===== config.mk =====
export PLATFORM = sky130hd
export DESIGN_NAME = watchdog_kicker
export DESIGN_NICKNAME = d
export VERILOG_FILES = /design/src/rtl/watchdog_kicker.sv
export SDC_FILE = /design/constraint.sdc
export NUM_CORES = 1
export LEC_CHECK = 0
export CORE_UTILIZATION = 59
export CTS_CLUSTER_SIZE = 28
export DETAILED_ROUTE_END_ITERATION = 10
export PLACE_DENSITY = 0.86
export SYNTH_ARGS = -nofsm -noshare
export SYNTH_HDL_FRONTEND = slang
export SYNTH_SLANG_ARGS = --single-unit

===== constraint.sdc =====
create_clock -name clk -period 12.2 [get_ports clk]
set_input_delay 2.44 -clock clk [delete_from_list [all_inputs] [get_ports clk]]
set_output_delay 2.44 -clock clk [all_outputs]
set_load 0.05 [all_outputs]

===== src/rtl/watchdog_kicker.sv =====
// Periodic refresh-key sender for the watchdog: streams a 32-bit key as 8 nibbles over a
// 4-bit valid/ready link and escalates to a sticky fault after repeated missed launches.
//
// state | meaning
// IDLE  | disabled, outputs quiet, interval counter cleared
// RUN   | counting the kick interval and launching key frames
// DONE  | too many consecutive misses; fault asserted until en drops
module watchdog_kicker #(
    parameter logic [31:0] KEY        = 32'hA5C3_5A3C,
    parameter int          PERIOD_W   = 16,
    parameter int          MIN_PERIOD = 16,
    parameter int          MAX_MISSES = 3
) (
    input  logic                            clk,
    input  logic                            rst,
    input  logic                            en,
    input  logic [PERIOD_W-1:0]             period,
    input  logic                            kick_now,
    output logic [3:0]                      tx_data,
    output logic                            tx_last,
    output logic                            tx_valid,
    input  logic                            tx_ready,
    output logic                            kick_done,
    output logic [$clog2(MAX_MISSES+1)-1:0] miss_cnt,
    output logic                            fault,
    output logic [1:0]                      state
);

    localparam int                  MISS_W   = $clog2(MAX_MISSES+1);
    localparam logic [PERIOD_W-1:0] MIN_P    = PERIOD_W'(MIN_PERIOD);
    localparam logic [MISS_W-1:0]   MISS_MAX = MISS_W'(MAX_MISSES);

    // Encoding matches the watchdog's state_type.
    typedef enum logic [1:0] {
        IDLE = 2'd0,
        RUN  = 2'd1,
        DONE = 2'd2
    } state_t;

    state_t              state_q, state_d;
    logic [PERIOD_W-1:0] cnt_q, cnt_d;
    logic [2:0]          idx_q, idx_d;
    logic                busy_q, busy_d;
    logic                done_q, done_d;
    logic [MISS_W-1:0]   miss_q, miss_d;
    logic                entry_q, entry_d;

    logic [PERIOD_W-1:0] eff_period;
    logic [PERIOD_W-1:0] term;
    logic                hs;
    logic                frame_end;
    logic                tick;
    logic                request;
    logic [MISS_W-1:0]   miss_base;

    assign eff_period = (period < MIN_P) ? MIN_P : period;
    assign term       = eff_period - PERIOD_W'(1);
    assign hs         = busy_q & tx_ready;
    assign frame_end  = hs & (idx_q == 3'd7);
    assign tick       = (state_q == RUN) & ~entry_q & (cnt_q == term);
    assign request    = tick | kick_now | entry_q;
    assign miss_base  = frame_end ? '0 : miss_q;

    always_comb begin
        state_d = state_q;
        cnt_d   = cnt_q;
        idx_d   = idx_q;
        busy_d  = busy_q;
        done_d  = 1'b0;
        miss_d  = miss_q;
        entry_d = 1'b0;
        case (state_q)
            IDLE: begin
                cnt_d  = '0;
                idx_d  = '0;
                busy_d = 1'b0;
                miss_d = '0;
                if (en) begin
                    state_d = RUN;
                    entry_d = 1'b1;
                end
            end
            RUN: begin
                if (!en) begin
                    state_d = IDLE;
                    cnt_d   = '0;
                    idx_d   = '0;
                    busy_d  = 1'b0;
                    miss_d  = '0;
                end else begin
                    // The entry request restarts the interval like kick_now, so the
                    // second frame lands a full period after the first.
                    if (tick | entry_q | (kick_now & ~busy_q))
                        cnt_d = '0;
                    else
                        cnt_d = cnt_q + PERIOD_W'(1);
                    if (hs)
                        idx_d = idx_q + 3'd1;
                    miss_d = miss_base;
                    if (frame_end) begin
                        busy_d = 1'b0;
                        done_d = 1'b1;
                    end
                    if (request) begin
                        if (busy_q) begin
                            if (miss_base < MISS_MAX)
                                miss_d = miss_base + MISS_W'(1);
                        end else begin
                            busy_d = 1'b1;
                            idx_d  = '0;
                        end
                    end
                    if (miss_d == MISS_MAX) begin
                        state_d = DONE;
                        busy_d  = 1'b0;
                        cnt_d   = cnt_q;
                    end
                end
            end
            DONE: begin
                busy_d = 1'b0;
                if (!en) begin
                    state_d = IDLE;
                    cnt_d   = '0;
                    idx_d   = '0;
                    miss_d  = '0;
                end
            end
            default: state_d = IDLE;
        endcase
    end

    always_ff @(posedge clk) begin
        if (rst) begin
            state_q <= IDLE;
            cnt_q   <= '0;
            idx_q   <= '0;
            busy_q  <= 1'b0;
            done_q  <= 1'b0;
            miss_q  <= '0;
            entry_q <= 1'b0;
        end else begin
            state_q <= state_d;
            cnt_q   <= cnt_d;
            idx_q   <= idx_d;
            busy_q  <= busy_d;
            done_q  <= done_d;
            miss_q  <= miss_d;
            entry_q <= entry_d;
        end
    end

    // A frame is in flight exactly while tx_valid is high, so busy doubles as tx_valid.
    assign tx_valid  = busy_q;
    assign tx_data   = busy_q ? KEY[5'd28 - {idx_q, 2'b00} +: 4] : 4'h0;
    assign tx_last   = busy_q & (idx_q == 3'd7);
    assign kick_done = done_q;
    assign miss_cnt  = miss_q;
    assign fault     = (state_q == DONE);
    assign state     = state_q;

endmodule


==> results of run 1 <==
[worst max-delay path: cells and delay by family]
family | cells | cell delay [ns]
compound gates | 6 | 1.24
fa+ha+maj | 1 | 0.31
simple gates | 5 | 2.59
buf+inv | 1 | 0.50
[registers in the layout, indices dropped and copies added (netlist names)]
| name | cells |
|---|---|
| cnt_q | 16 |
| idx_q | 3 |
| miss_cnt | 2 |
| state | 2 |
| entry_q | 1 |
| kick_done | 1 |
| tx_valid | 1 |
[where the power goes]
group,switching [mW],internal [mW]
logic,0.0147,0.0132
clock network,0.0250,0.0221
registers,0.000773,0.0853
[cell families after synthesis]
kind of cell             Yosys count  share of synthesized area
AO/OA/AOI/OAI                     67                      0.256
buffers and inverters             28                     0.0569
flip-flops                        26                      0.239
XOR/XNOR                          14                     0.0563
AND/OR/NAND/NOR                  131                      0.341
adder cells (fa/ha/maj)            6                     0.0345
multiplexers                       3                     0.0161
[cell type report]
| class | count | area (sq um) | share of cell area |
|---|---|---|---|
| timing repair buffer | 32 | 320 | 0.126 |
| clock buffer | 3 | 41.3 | 0.0162 |
| inverter | 20 | 75.1 | 0.0295 |
| sequential | 26 | 520 | 0.204 |
| tap | 46 | 57.6 | 0.0226 |
| multi-input combinational | 221 | 1530 | 0.602 |
[worst min path at each step]
stage,to,slack [ns],cells after the start
floorplan,cnt_q[4],0.49,2
global placement,cnt_q[4],0.50,2
detailed placement,cnt_q[4],0.51,2
CTS,cnt_q[0],0.53,1
global route,cnt_q[0],0.55,1
finish,cnt_q[0],0.53,1
[per-stage QoR]
stage,util,instances,setup WS [ns],hold slack (ns)
finish,0.740,348,5.30,0.531
CTS,0.740,348,5.36,0.528
detailed placement,0.728,345,5.09,0.514
global placement,0.728,345,5.24,0.504
floorplan,-,275,6.27,0.485
global route,0.740,348,4.98,0.554
[routing by layer]
layer,global-route usage,vias up,routed length [um]
li1,-,1088,-
met1,0.396,1032,2540
met2,0.471,102,2410
met3,0.0365,14,376
met4,0.102,0,158
met5,0,-,0
[synthesized netlist by cell type, types with 3 or more instances]
library cell  number  share of area
dfxtp_1           26           0.24
nor2_1            26          0.045
nand3_1           23          0.053
inv_1             20          0.034
nand2_1           19          0.033
o21ai_0           12          0.028
or4_1             10          0.034
o211ai_2           9          0.052
xnor2_1            9          0.036
o211ai_1           7          0.024
and2_1             6          0.017
ha_1               6          0.034
a21oi_1            5          0.011
nor2b_1            5          0.014
nor4b_1            5          0.020
o31ai_1            5          0.017
or3_1              5          0.014
xor2_1             5          0.020
a31oi_1            4          0.011
nand4_1            4          0.011
nor3_1             4         0.0092
nor4_1             4          0.011
a211oi_1           3          0.010
and3_1             3         0.0086
buf_2              3         0.0069
clkbuf_1           3         0.0052
nand2b_1           3         0.0086
==> metrics, run 1 <==
post_cts resized 0; Worst-Skew Late Latency 0.26 ns; gpl congestion 0.909; Tightest Pin Transition 0.871 ns; DP Area 2510 sq um; fillers 279; post-DR wirelength/cell 15.8 um; initial DRC count 260; Core ar. 3440 sq um; most frequent cells in the layout clkdlybuf4s50_1, nor2_1, dfxtp_1; clock transition at the registers of the reported paths 0.09 ns; Final Max Slew Viols 0; Max-Cap Viols 0; vias in the first global route 2,049; Global Route Usage Sum 0.291; Worst setup endpoint cnt_q[10]; CP startpoint kind input pin; CTS Sinks 26; data required time of the critical path 12.38 ns; Num CTS Buffers 3; status finished clean; hold_sp cnt_q[0]; Layout area overhead 17.0%; Final Hold Viols 0; via count 2,236; fin crit period 6.90 ns; top_reg_cell synth dfxtp_1; CTS tree yes; clk root buf clkbuf_8; RSZ-0062 raised after global routing false; CP peak stage delay 0.74 ns; FF-to-FF End cnt_q[10]; DRT Pass-1 Iters 7; Synthesis Warnings 0; crit path cell chain clkdlybuf4s50_1 -> or4_1 -> o41ai_2 -> ha_1 -> or4b_2 -> o211ai_1 -> o41ai_1 -> a211oi_1 -> o32ai_1 -> and3_2 -> nor3_2 -> nand3_1 -> o211ai_1; worst relative slew slack 0.419; total grt overflow 0; Synth async-reset ratio 0; Initial Util 0.632; hold buffer count at cts 0; Setup TNS Final 0 ns; vias per std cell 6.43; Leak Pwr 0.840 nW; I/O Pins 33; Peak VDD IR 0.0479 mV; post-synthesis cell count 275; worst reg-to-reg path cell count 9; Mapped Area 2180 sq um; largest net degree at the start of global routing 16; Hold Crit Class reg -> reg; CP max FO 14; Max Clock Freq 145 MHz; Seq cells post-synth 26; Arr. time, crit path 7.09 ns; CP Capture Type flip-flop; Crit. Startpoint period[8]; sequential share of the synthesized area 0.239; routed wire length 5480 um; H-tree Lvls 1; syn_nets 302; DRC 0; die footprint 3940 sq um; n_diodes 0; Die Y 62.7 um; post-DP HPWL 4280 um; Setup CP Type in -> reg; Final Power 0.161 mW; share of layout cells above drive strength 1 0.0927; reg2reg start cnt_q[5]; Final Cell Area 2550 sq um; most frequent CP cell o211ai_1; Post-synth EDFFs 0; leading cell type in the layout, fill and taps excluded clkdlybuf4s50_1; final period utilization 0.566; final setup vio count 0; post-CTS setup repair buffer count 0; CTS Buffer Depth 2; global-route wire length before repair 9260 um; initial antenna violation count 0; post-synthesis cell type count 60; FF-to-FF setup slack 9.46 ns; die width 62.7 um; Final nets 331; Syn Area/Cell 7.92 sq um; power density cells 63.2 nW/um^2; PortBufs 32; row cnt 21; Layout Skew 0.00617 ns; ANT nets after route 0; CP max-delay cell or4_1
(Power assumes the default switching activity.)
==> run 2, diff against run 1 <==
--- a/config.mk
+++ b/config.mk
@@ -5,10 +5,10 @@
 export SDC_FILE = /design/constraint.sdc
 export NUM_CORES = 1
 export LEC_CHECK = 0
-export CORE_UTILIZATION = 59
+export CORE_UTILIZATION = 55
 export CTS_CLUSTER_SIZE = 28
 export DETAILED_ROUTE_END_ITERATION = 10
-export PLACE_DENSITY = 0.86
+export PLACE_DENSITY = 0.81
 export SYNTH_ARGS = -nofsm -noshare
 export SYNTH_HDL_FRONTEND = slang
 export SYNTH_SLANG_ARGS = --single-unit
==> constraint.sdc (replaced) <==
create_clock -name clk -period 6.5 [get_ports clk]
set_input_delay 1.3 -clock clk [delete_from_list [all_inputs] [get_ports clk]]
set_output_delay 1.3 -clock clk [all_outputs]
set_load 0.05 [all_outputs]
==> run 2 against run 1 <==
Die area rose by 7.0%. Routed wire length barely moved. Via count is 0.22% lower. Critical path type unchanged. Critical endpoint is now cnt_q[11]. Sequential power grew 88%. Highest routed layer unchanged.
==> metrics, run 2 (synthesis gave the netlist of run 1 again) <==
status finished clean (unchanged); n_diodes 0 (unchanged); Max-Cap Viols 0 (unchanged); post_cts resized 0 (unchanged); CP peak stage delay 0.75 ns (was 0.74 ns); area of the multi-input gates 1530 sq um (unchanged); Final Max Slew Viols 0 (unchanged); most frequent CP cell o211ai_1 (unchanged); I/O Pins 33 (unchanged); post-CTS setup repair buffer count 0 (unchanged); post-DR wirelength/cell 15.6 um (was 15.8 um); fin crit period 5.63 ns; biggest regs cnt_q: 16 flops, idx_q: 3 flops (unchanged); Global Route Usage Sum 0.276 (was 0.291); post-DP HPWL 4260 um (was 4280 um); die width 64.9 um (was 62.7 um); final setup vio count 0 (unchanged); Final Hold Viols 0 (unchanged); ANT nets after route 0 (unchanged); Hold Crit Class reg -> reg (unchanged); CP max-delay cell or4_1 (unchanged); Layout Skew 0.00532 ns (was 0.00617 ns); H-tree Lvls 1 (unchanged); vias per std cell 6.36 (was 6.43); initial DRC count 275 (was 260); max reg flops 16 (unchanged); Initial Util 0.586 (was 0.632); CTS Buffer Depth 2 (unchanged); DRC 0 (unchanged); Clock Power Share 0.299 (was 0.292); CP startpoint kind input pin (unchanged); worst relative slew slack 0.436 (was 0.419); Reg with most FFs cnt_q (unchanged); vias in the first global route 1,951 (was 2,049); Sw Ratio 0.260 (was 0.252); RSZ-0062 raised after global routing false (unchanged); leading cell type in the layout, fill and taps excluded clkdlybuf4s50_1 (unchanged); clk root buf clkbuf_8 (unchanged); most frequent cells in the layout clkdlybuf4s50_1, nor2_1, dfxtp_1 (unchanged); Worst-Skew Late Latency 0.27 ns (was 0.26 ns); CTS tree yes (unchanged); initial antenna violation count 0 (unchanged); total grt overflow 0 (unchanged); PortBufs 32 (unchanged); Setup TNS Final 0 ns (unchanged); Arr. time, crit path 5.75 ns (was 7.09 ns); Worst setup endpoint cnt_q[11] (was cnt_q[10]); Max Clock Freq 178 MHz; Tightest Pin Transition 0.846 ns (was 0.871 ns); FF-to-FF setup slack 3.82 ns (was 9.46 ns); clock transition at the registers of the reported paths 0.08 ns (was 0.09 ns); Layout area overhead 17.5% (was 17.0%); FF-to-FF End cnt_q[11] (was cnt_q[10]); Core ar. 3720 sq um (was 3440 sq um); Crit. Startpoint period[8] (unchanged); Internal 0.227 mW (was 0.121 mW); Num CTS Buffers 3 (unchanged); sequential power share 0.528 (was 0.534); die footprint 4210 sq um (was 3940 sq um); hold buffer count at cts 0 (unchanged); worst reg-to-reg path cell count 9 (unchanged); Register Area 520 sq um (unchanged); routed wl met3 444 um (was 376 um); Leak Pwr 0.845 nW (was 0.840 nW); Final nets 332 (was 331); routed wire length 5480 um (about the same); reg2reg start cnt_q[10] (was cnt_q[5]); total net switching power 0.0795 mW (was 0.0405 mW); share of layout cells above drive strength 1 0.0957 (was 0.0927); largest net degree at the start of global routing 16 (unchanged); CTS Sinks 26 (unchanged); global-route wire length before repair 9140 um (was 9260 um); power density cells 120 nW/um^2 (was 63.2 nW/um^2); Setup CP Type in -> reg (unchanged); Final Power 0.306 mW (was 0.161 mW); crit path cell chain clkdlybuf4s50_1 -> or4_1 -> o41ai_2 -> ha_1 -> or4b_2 -> o211ai_1 -> o41ai_1 -> a211oi_1 -> o32ai_1 -> nand4_1 -> a21oi_2 -> o21bai_2 -> o211ai_1 (was clkdlybuf4s50_1 -> or4_1 -> o41ai_2 -> ha_1 -> or4b_2 -> o211ai_1 -> o41ai_1 -> a211oi_1 -> o32ai_1 -> and3_2 -> nor3_2 -> nand3_1 -> o211ai_1); DRT met1 WL 2520 um (was 2540 um); data required time of the critical path 6.62 ns (was 12.38 ns); fillers 299 (was 279); row cnt 22 (was 21); Die Y 64.9 um (was 62.7 um); CP Capture Type flip-flop (unchanged); gpl congestion 0.923 (was 0.909); DRT Pass-1 Iters 5 (was 7); met2 wire len 2460 um (was 2410 um); via count 2,231 (was 2,236); final period utilization 0.866; CP max FO 15 (was 14); Peak VDD IR 0.135 mV (was 0.0479 mV); highest metal used met4 (unchanged); Logic pwr share 0.173 (was 0.174)
## run 2: cell types whose count changed in the layout (fill, tap and decap cells not counted), sizes merged
cell	change
buf	+1
## run 2: area by class of cell
| type | instances | area share |
|---|---|---|
| timing repair buffer | 33 | 0.128 |
| clock buffer | 3 | 0.0161 |
| tap | 48 | 0.0235 |
| sequential | 26 | 0.204 |
| inverter | 20 | 0.0294 |
| multi-input combinational | 221 | 0.599 |
## run 2: metrics by stage
| stage | instances | utilization | hold slack [ns] | setup slack, ns | area (sq um) |
|---|---|---|---|---|---|
| after floorplan | 275 | - | 0.485 | 1.71 | 2180 |
| after global placement | 348 | 0.677 | 0.509 | 0.751 | 2520 |
| after detailed placement | 348 | 0.677 | 0.515 | 0.627 | 2520 |
| after CTS | 351 | 0.688 | 0.536 | 0.904 | 2560 |
| after global routing | 351 | 0.688 | 0.580 | 0.602 | 2560 |
| final | 351 | 0.688 | 0.539 | 0.868 | 2560 |
## run 2: critical path, delay by kind of cell
family                     cells  cell delay, ns
AOI/OAI and AO/OA              8            2.09
buffers and inverters          1            0.48
and+or+nand+nor                3            1.56
adders and majority gates      1            0.31
## run 2: worst min-delay path by stage
stage	endpoint	from	cells past startpoint	slack [ns]
6_report	cnt_q[4]	cnt_q[4]	2	0.54
5_1_grt	cnt_q[0]	cnt_q[0]	1	0.58
4_1_cts	cnt_q[4]	cnt_q[4]	2	0.54
3_5_place_dp	cnt_q[4]	cnt_q[4]	2	0.52
3_3_place_gp	cnt_q[4]	cnt_q[4]	2	0.51
2_1_floorplan	cnt_q[4]	cnt_q[4]	2	0.49
## run 2: power groups by stage
| stage | combinational, mW | clock (mW) | sequential (mW) |
|---|---|---|---|
| 2_1_floorplan | 0.0261 | 0 | 0.166 |
| 3_3_place_gp | 0.0523 | 0 | 0.165 |
| 3_5_place_dp | 0.0521 | 0 | 0.165 |
| 4_1_cts | 0.0524 | 0.0920 | 0.161 |
| 5_1_grt | 0.0573 | 0.101 | 0.162 |
| 6_report | 0.0531 | 0.0915 | 0.162 |
## run 2: routing by layer
metal | up-vias | global-route usage
met5 | - | 0
met4 | 0 | 0.0556
met3 | 7 | 0.0282
met2 | 111 | 0.430
met1 | 1024 | 0.408
li1 | 1089 | -
==> run 3, diff against run 2 <==
--- a/config.mk
+++ b/config.mk
@@ -5,10 +5,11 @@
 export SDC_FILE = /design/constraint.sdc
 export NUM_CORES = 1
 export LEC_CHECK = 0
-export CORE_UTILIZATION = 55
+export ABC_CLOCK_PERIOD_IN_PS = 5000
+export CORE_UTILIZATION = 49
 export CTS_CLUSTER_SIZE = 28
 export DETAILED_ROUTE_END_ITERATION = 10
-export PLACE_DENSITY = 0.81
+export PLACE_DENSITY = 0.76
 export SYNTH_ARGS = -nofsm -noshare
 export SYNTH_HDL_FRONTEND = slang
 export SYNTH_SLANG_ARGS = --single-unit
==> constraint.sdc (replaced) <==
create_clock -name clk -period 5 [get_ports clk]
set_input_delay 1 -clock clk [delete_from_list [all_inputs] [get_ports clk]]
set_output_delay 1 -clock clk [all_outputs]
set_load 0.05 [all_outputs]
==> run 3 against run 2 <==
Count of clock-buffer cells in the layout unchanged. Global-route usage is 0.45 points lower. First-iteration DRC count decreased by 61%. Critical path type unchanged. Highest routed layer unchanged.
==> metrics, run 3 (synthesis gave the netlist of run 1 again) <==
status finished clean (unchanged); Hold Crit Class reg -> reg (unchanged); PnR worst setup slack 0.275 ns (was 0.868 ns); Finished Layout Cells 379 (was 351); max reg flops 16 (unchanged); Max-Cap Viols 0 (unchanged); Arr. time, crit path 4.91 ns (was 5.75 ns); Setup CP Type in -> reg (unchanged); DRC 0 (unchanged); fillers 388 (was 299); CTS Sinks 26 (unchanged); DRT Pass-1 Iters 4 (was 5); leading cell type in the layout, fill and taps excluded clkdlybuf4s50_1 (unchanged); routed wire length 5950 um (was 5480 um); Reg with most FFs cnt_q (unchanged); FF-to-FF setup slack 2.35 ns (was 3.82 ns); initial DRC count 107 (was 275); Leak Pwr 0.982 nW (was 0.845 nW); Final Max Slew Viols 0 (unchanged); initial antenna violation count 0 (unchanged); Tightest Pin Transition 0.573 ns (was 0.846 ns); Max Clock Freq 212 MHz; Layout Skew 0.0103 ns (was 0.00532 ns); CP startpoint kind input pin (unchanged); placed cells 375 (was 348); vias in the first global route 2,194 (was 1,951); final setup vio count 0 (unchanged); Layout area overhead 28.2% (was 17.5%); CTS tree yes (unchanged); share of layout cells above drive strength 1 0.170 (was 0.0957); total net switching power 0.112 mW (was 0.0795 mW); CP max FO 6 (was 15); Initial Util 0.525 (was 0.586); Clock Power Share 0.380 (was 0.299); Global Route Usage Sum 0.272 (was 0.276); via count 2,282 (was 2,231); n_diodes 0 (unchanged); I/O Pins 33 (unchanged); Setup TNS Final 0 ns (unchanged); die footprint 4710 sq um (was 4210 sq um); CTS Buffer Depth 2 (unchanged); H-tree Lvls 1 (unchanged); met3 Use GR 0.0247 (was 0.0282); RSZ-0062 raised after global routing false (unchanged); Logic pwr share 0.172 (was 0.173); power density cells 168 nW/um^2 (was 120 nW/um^2); Final Power 0.469 mW (was 0.306 mW); total grt overflow 0 (unchanged); die width 68.7 um (was 64.9 um); ANT nets after route 0 (unchanged); vias per std cell 6.02 (was 6.36); Peak VDD IR 0.0995 mV (was 0.135 mV); final period utilization 0.945; clock transition at the registers of the reported paths 0.10 ns (was 0.08 ns); largest net degree at the start of global routing 16 (unchanged); data required time of the critical path 5.18 ns (was 6.62 ns); post-CTS setup repair buffer count 0 (unchanged); Num CTS Buffers 3 (unchanged); post-DP HPWL 4650 um (was 4260 um); Register Area 520 sq um (unchanged); biggest regs cnt_q: 16 flops, idx_q: 3 flops (unchanged); area of the multi-input gates 1550 sq um (was 1530 sq um); sequential power share 0.448 (was 0.528); gpl congestion 0.905 (was 0.923); fin crit period 4.73 ns; post-DR wirelength/cell 15.7 um (was 15.6 um); most crowded layer after global routing met2 (unchanged); Final nets 357 (was 332); Die Y 68.7 um (was 64.9 um); CP Capture Type flip-flop (unchanged); PortBufs 32 (unchanged); worst slack, placed -0.190 ns (was 0.627 ns); row cnt 23 (was 22); worst relative slew slack 0.617 (was 0.436); clk root buf clkbuf_8 (unchanged); Core ar. 4140 sq um (was 3720 sq um); Final Hold Viols 0 (unchanged); global-route wire length before repair 9630 um (was 9140 um); most frequent cells in the layout clkdlybuf4s50_1, nor2_1, dfxtp_1, buf_4, nand3_1 (was clkdlybuf4s50_1, nor2_1, dfxtp_1); Hold WS 0.539 ns (about the same); M2 GR Usage 0.471 (was 0.430); Internal 0.357 mW (was 0.227 mW); met1 usage 0.344 (was 0.408); Worst-Skew Late Latency 0.28 ns (was 0.27 ns); Sw Ratio 0.239 (was 0.260)
run 3: stage by stage:
step	utilization	instance area [sq um]
2_1_floorplan	-	2180
3_3_place_gp	0.653	2710
3_5_place_dp	0.653	2710
4_1_cts	0.670	2780
5_1_grt	0.673	2790
6_report	0.673	2790
run 3: what timing repair did:
item	4_1_cts	5_1_grt
resized for setup	0	2
hold endpoints to repair	0	0
hold buffers	0	0
endpoints found under the setup margin	0	16
run 3: worst paths after layout:
path              from        to  depth (start not counted)
min reg2reg   cnt_q[4]  cnt_q[4]                          2
max reg2reg  cnt_q[11]  idx_q[0]                          9
min           cnt_q[4]  cnt_q[4]                          2
max          period[8]  idx_q[0]                         13
run 3: layout make-up:
type,count,share of cell area
multi-input combinational,221,0.554
sequential,26,0.187
timing repair buffer,58,0.185
inverter,20,0.0269
tap,50,0.0224
clock buffer,3,0.0148
clock inverter,1,0.0108
run 3: power by group through the flow:
stage               Sequential (mW)  Combinational, mW  Clock (mW)
global route                  0.210             0.0867       0.187
detailed placement            0.215             0.0787           0
global placement              0.215             0.0785           0
CTS                           0.210             0.0795       0.178
finish                        0.210             0.0804       0.178
floorplan                     0.216             0.0339           0
run 3: critical path, stage by stage:
cell and delay, ns:
clkdlybuf4s50_1 0.41, or4_1 0.58, o41ai_2 0.39, ha_1 0.22
or4b_2 0.65, o31ai_1 0.23, o311ai_1 0.19, a2111oi_4 0.25
and3_2 0.30, buf_4 0.17, o22a_2 0.15, o22ai_2 0.09
mux2_4 0.27
run 3: routing by layer:
layer / share of wire / vias up / wire [um]
met5: 0 / - / 0
met4: 0.024 / 0 / 144
met3: 0.043 / 12 / 258
met2: 0.48 / 69 / 2830
met1: 0.46 / 1057 / 2720
li1: - / 1144 / -
